### src/rtl/alu_serial_port.sv
// alu_serial_port: initiator side of the bit-serial ALU operand interface.
// Latches two operand words on an accepted start, shifts them out NSHIFT bits
// per cycle (LSB first) while alu_op_valid is high, collects the serial result
// into result_word, and reports completion (or a missing op_done) with a
// one-cycle result_valid pulse.
module alu_serial_port #(
    parameter int REG_BITS  = 8,
    parameter int NSHIFT    = 2,
    parameter int WORD_BITS = 2 * REG_BITS
) (
    input  logic                 clk,
    input  logic                 rst_n,
    input  logic                 start,
    input  logic                 pair,
    input  logic [WORD_BITS-1:0] arg1_word,
    input  logic [WORD_BITS-1:0] arg2_word,
    output logic                 busy,
    output logic                 result_valid,
    output logic [WORD_BITS-1:0] result_word,
    output logic                 err,
    output logic                 alu_op_valid,
    input  logic                 alu_op_done,
    output logic [NSHIFT-1:0]    alu_data_in1,
    output logic [NSHIFT-1:0]    alu_data_in2,
    input  logic [NSHIFT-1:0]    alu_data_out
);

    // Beats needed for a pair op; a single-length op uses the low half.
    localparam int MAX_BEATS    = WORD_BITS / NSHIFT;
    localparam int SINGLE_BEATS = REG_BITS / NSHIFT;
    localparam int CNT_W        = (MAX_BEATS > 2) ? $clog2(MAX_BEATS) : 1;

    localparam logic [CNT_W-1:0] LAST_PAIR   = CNT_W'(MAX_BEATS - 1);
    localparam logic [CNT_W-1:0] LAST_SINGLE = CNT_W'(SINGLE_BEATS - 1);

    typedef enum logic [1:0] {
        S_IDLE = 2'd0,
        S_RUN  = 2'd1,
        S_DONE = 2'd2
    } state_t;

    state_t               state_q, state_d;
    logic [WORD_BITS-1:0] sr1_q, sr1_d;
    logic [WORD_BITS-1:0] sr2_q, sr2_d;
    logic [WORD_BITS-1:0] result_q, result_d;
    logic [CNT_W-1:0]     count_q, count_d;
    logic                 len_q, len_d;
    logic                 err_q, err_d;
    logic                 busy_q, busy_d;
    logic                 op_valid_q, op_valid_d;
    logic                 rvalid_q, rvalid_d;

    logic [CNT_W-1:0]     last_beat;
    logic                 run_end;

    // Next-state, operand shifting and result collection.
    always_comb begin
        state_d   = state_q;
        sr1_d     = sr1_q;
        sr2_d     = sr2_q;
        result_d  = result_q;
        count_d   = count_q;
        len_d     = len_q;
        err_d     = err_q;
        last_beat = len_q ? LAST_PAIR : LAST_SINGLE;
        run_end   = 1'b0;

        case (state_q)
            S_IDLE, S_DONE: begin
                if (start) begin
                    // Accept: load operands, clear the result, restart the beat count.
                    state_d  = S_RUN;
                    sr1_d    = arg1_word;
                    sr2_d    = arg2_word;
                    result_d = '0;
                    count_d  = '0;
                    len_d    = pair;
                    err_d    = 1'b0;
                end else begin
                    state_d = S_IDLE;
                end
            end
            S_RUN: begin
                sr1_d = sr1_q >> NSHIFT;
                sr2_d = sr2_q >> NSHIFT;
                for (int i = 0; i < MAX_BEATS; i++) begin
                    if (count_q == CNT_W'(i)) begin
                        result_d[i*NSHIFT +: NSHIFT] = alu_data_out;
                    end
                end
                // op_done wins over the limit when both land in the same beat.
                run_end = alu_op_done || (count_q == last_beat);
                if (run_end) begin
                    state_d = S_DONE;
                    err_d   = ~alu_op_done;
                end else begin
                    count_d = count_q + CNT_W'(1);
                end
            end
            default: begin
                state_d = S_IDLE;
            end
        endcase

        busy_d     = (state_d == S_RUN);
        op_valid_d = (state_d == S_RUN);
        rvalid_d   = (state_d == S_DONE);
    end

    // State and registered outputs; reset drops op_valid immediately.
    always_ff @(posedge clk or negedge rst_n) begin
        if (!rst_n) begin
            state_q    <= S_IDLE;
            sr1_q      <= '0;
            sr2_q      <= '0;
            result_q   <= '0;
            count_q    <= '0;
            len_q      <= 1'b0;
            err_q      <= 1'b0;
            busy_q     <= 1'b0;
            op_valid_q <= 1'b0;
            rvalid_q   <= 1'b0;
        end else begin
            state_q    <= state_d;
            sr1_q      <= sr1_d;
            sr2_q      <= sr2_d;
            result_q   <= result_d;
            count_q    <= count_d;
            len_q      <= len_d;
            err_q      <= err_d;
            busy_q     <= busy_d;
            op_valid_q <= op_valid_d;
            rvalid_q   <= rvalid_d;
        end
    end

    // Serial operands come straight from the shift registers while running.
    assign alu_data_in1 = op_valid_q ? sr1_q[NSHIFT-1:0] : '0;
    assign alu_data_in2 = op_valid_q ? sr2_q[NSHIFT-1:0] : '0;

    assign busy         = busy_q;
    assign alu_op_valid = op_valid_q;
    assign result_valid = rvalid_q;
    assign result_word  = result_q;
    assign err          = err_q;

endmodule

### config.mk
export PLATFORM = sky130hd
export DESIGN_NAME = alu_serial_port
export DESIGN_NICKNAME = d
export VERILOG_FILES = /design/src/rtl/alu_serial_port.sv
export SDC_FILE = /design/constraint.sdc
export NUM_CORES = 1
export LEC_CHECK = 0
export CORE_MARGIN = 2
export CORE_UTILIZATION = 44
export CTS_CLUSTER_SIZE = 16
export DETAILED_ROUTE_END_ITERATION = 6
export PLACE_DENSITY_LB_ADDON = 0.1
export SKIP_LAST_GASP = 1
export SLEW_MARGIN = 15
export SYNTH_ARGS = -nofsm -noshare
export SYNTH_HDL_FRONTEND = slang
export SYNTH_SLANG_ARGS = --single-unit
### constraint.sdc
create_clock -name clk -period 1.3 [get_ports clk]
set_input_delay 0.13 -clock clk [delete_from_list [all_inputs] [get_ports clk]]
set_output_delay 0.13 -clock clk [all_outputs]
set_load 0.01 [all_outputs]
==> results of run 1 <==
final cells by class:
| class | count | area, um^2 |
|---|---|---|
| inverter | 4 | 15.0 |
| tap | 72 | 90.1 |
| clock inverter | 4 | 20.0 |
| fill | 482 | 1960 |
| multi-input combinational | 181 | 1050 |
| sequential | 57 | 1430 |
| clock buffer | 12 | 135 |
| timing repair buffer | 84 | 776 |
registers in the layout (all words and copies together) (netlist names), 2 cells and up:
register	count
sr1_q	16
count_q	3
sr2_q	16
result_word	16
state_q	2
kinds of logic (layout without fill, tap and decap cells):
family / count (synthesis) / after routing
AO/OA/AOI/OAI: 63 / 63
XOR/XNOR: 1 / 1
adder cells (fa/ha/maj): 6 / 6
buffers and inverters: 19 / 104
flip-flops: 57 / 57
AND/OR/NAND/NOR: 111 / 111
routing by layer:
metal  up-vias  global-route usage [%]  wire [um]
li1       1057                       -          -
met1       999                    29.8       2790
met2        60                    29.2       2690
met3         7                    5.34        324
met4         0                    8.62         84
met5         -                       0          0
worst max-delay path by stage:
stage                                       from                endpoint  slack (ns)
final                     count_q[0]$_DFFE_PN0P_  count_q[2]$_DFFE_PN0P_        0.01
after CTS                 alu_op_valid$_DFF_PN0_         alu_data_in1[0]       -0.04
after global placement                     start  count_q[2]$_DFFE_PN0P_       -0.08
after global routing      count_q[1]$_DFFE_PN0P_  count_q[2]$_DFFE_PN0P_       -0.04
after detailed placement                   start  count_q[2]$_DFFE_PN0P_       -0.13
after floorplan           count_q[2]$_DFFE_PN0P_  count_q[2]$_DFFE_PN0P_        0.04
metrics by stage:
step	cell area [um^2]	setup TNS (ns)	power [mW]
2_1_floorplan	2500	0	4.26
3_3_place_gp	3310	-1.41	5.31
3_5_place_dp	3310	-2.04	5.38
4_1_cts	3470	-0.0428	6.61
5_1_grt	3520	-0.265	7.20
6_report	3520	0	6.68
repair_timing:
action / in CTS / in global routing
resized for setup: 32 / 23
hold buffers: 1 / 0
pin swaps: 2 / 3
setup endpoints to repair: 30 / 47
buffers inserted: 2 / 0
endpoints found under the hold margin: 15 / 0
Yosys cell counts, types with 5 or more instances:
cell / instances
a21oi_1: 9
a31oi_1: 7
and2_1: 5
buf_2: 11
dfrtp_1: 57
ha_1: 6
nand2_1: 31
nand3_1: 10
nor2_1: 58
o21ai_1: 10
o22ai_1: 24
o2bb2ai_1: 6
worst max-delay path: stages, from the launching register on:
cell and delay [ns]:
dfrtp_1 0.41, ha_4 0.20, ha_4 0.22, nor4_2 0.25
o21ai_1 0.09, nand2_1 0.05
cell usage in the layout, fill, tap and decap left out, types with 5 or more instances in the layout:
| master | instances |
|---|---|
| o21ai_1 | 10 |
| nand2_1 | 29 |
| o2bb2ai_1 | 5 |
| nand3_1 | 10 |
| dlygate4sd2_1 | 19 |
| nor2_1 | 57 |
| clkbuf_2 | 5 |
| a31oi_1 | 5 |
| and2_1 | 5 |
| dfrtp_1 | 55 |
| clkdlybuf4s50_1 | 37 |
| o22ai_1 | 23 |
| clkbuf_8 | 9 |
| buf_4 | 17 |
| a21oi_1 | 6 |
power by group:
group          switching, mW  leakage, nW  internal, mW
Sequential             0.395        0.696          2.46
Combinational           1.32        0.821          1.18
Clock                  0.646       0.0839         0.679
==> impl_metrics.yaml, run 1 <==
floorplan:
  die_h_um: 78.9
  dieArea_um2: 6230
  design.core.area_um2: 5470
  rows: 27
  die_w_um: 78.9
  io_pins: 63
  start_util_pct: 45.1
yosys:
  synthSimpleGateAreaFrac_pct: 18.7
  synth_top_family_by_area: "simple AND/OR/NAND/NOR gates"
  yosys.area_share.adder_pct: 3.04
  synth-seq-cells: 57
  post_synth.cell_area_avg_um2: 9.61
  synth_xor_area_share_pct: 0.355
  synthArstFlopShare_pct: 100
  synthCells: 257
  dominantRegCellSynth: "dfrtp_1"
  synthTopCellsByArea: "dfrtp_1, nor2_1, o22ai_1"
  yosys.area.top_type_share_pct: 57.8
  yosys.area.top_type: "dfrtp_1"
  synth_compound_area_share_pct: 16.6
  synthMuxAreaShare_pct: 0
  synth_cell_types: 25
  synth_nets: 302
  yosysWarnings: 0
  synthesis.area_um2: 2470
  synth_edf_count: 0
  ys_seq_area_share_pct: 57.8
setup_path:
  r2r_cells: 5
  arrival_ns: 1.55
  crit_type: "flip-flop to flip-flop"
  worst_setup_path_start_kind: "flip-flop"
  setup.worst_path.end_class: "flip-flop"
  path_max_fanout: 5
  reg2reg_slack_ns: 0.01
  rr_endpoint: "count_q[2]$_DFFE_PN0P_"
  r2r-start: "count_q[0]$_DFFE_PN0P_"
  worstPathRequired_ns: 1.56
layout:
  drive_gt1_share_pct: 18.4
  area_delta_synth_final_pct: 42.5
  stdcell_count: 414
  final_util_pct: 64.3
  diodes: 0
  nNetsFinal: 382
global_route:
  grt_pass1_vias: 2038
  track_usage_pct: 20.5
  grt_max_degree: 25
  overflow: 0
  antenna_found_initial: 0
  grt_pass1_wl_um: 9790
sta:
  setup_ws_ns: 0.0147
  slew_viol_final: 0
  min_period_ns: 1.29
  final.period_utilization_pct: 98.9
  finalSetupViolCount: 0
  relSlewSlack_pct: 69.4
  fin_skew_ns: 0.00511
  hold_viol_final: 0
  hold_ws_ns: 0.283
  tightest_slew_ns: 0.459
  fmax_mhz: 778
  rsz0062_at_grt: "yes"
cts:
  cts-htree-levels: 3
  cts_tree: "yes"
  cts_sinks: 57
  clock_path_buffers: 2
  clk_latency_ns: 0.32
  cts_made_buffers: 9
  root_buffer: "clkbuf_8"
  clkTransAtPathRegs_ns: 0.06
routing:
  drc_errors: 0
  final_antenna_net_count: 0
  wirelength_um: 5880
  drt-wirelength-per-cell_um: 14.2
  viasPerCell: 5.13
  vias: 2123
  dr.first_iter.drc_count: 136
  dr.pass1.iters: 4
place:
  hpwl_um: 4020
  pre_cts_ws_ns: -0.131
  post-place-cells: 395
  io_buffers: 62
  gp_routability_congestion: 0.808
status:
  status: "finished, final reports clean"
power_and_ir_drop:
  p_per_area_nw_per_um2: 1900
  irDropWorstVdd_uv: 1040
  leakagePower_nw: 1.60
min_path:
  hold_class: "primary input to async pin"
flow_run:
  drv_cap: 0
(Power assumes the default switching activity.)
==> run 2: changes to the inputs <==
- HOLD_SLACK_MARGIN: default -> 0.15
==> results of run 2 <==
Final layout, timing and power as in run 1 (identical DEF).
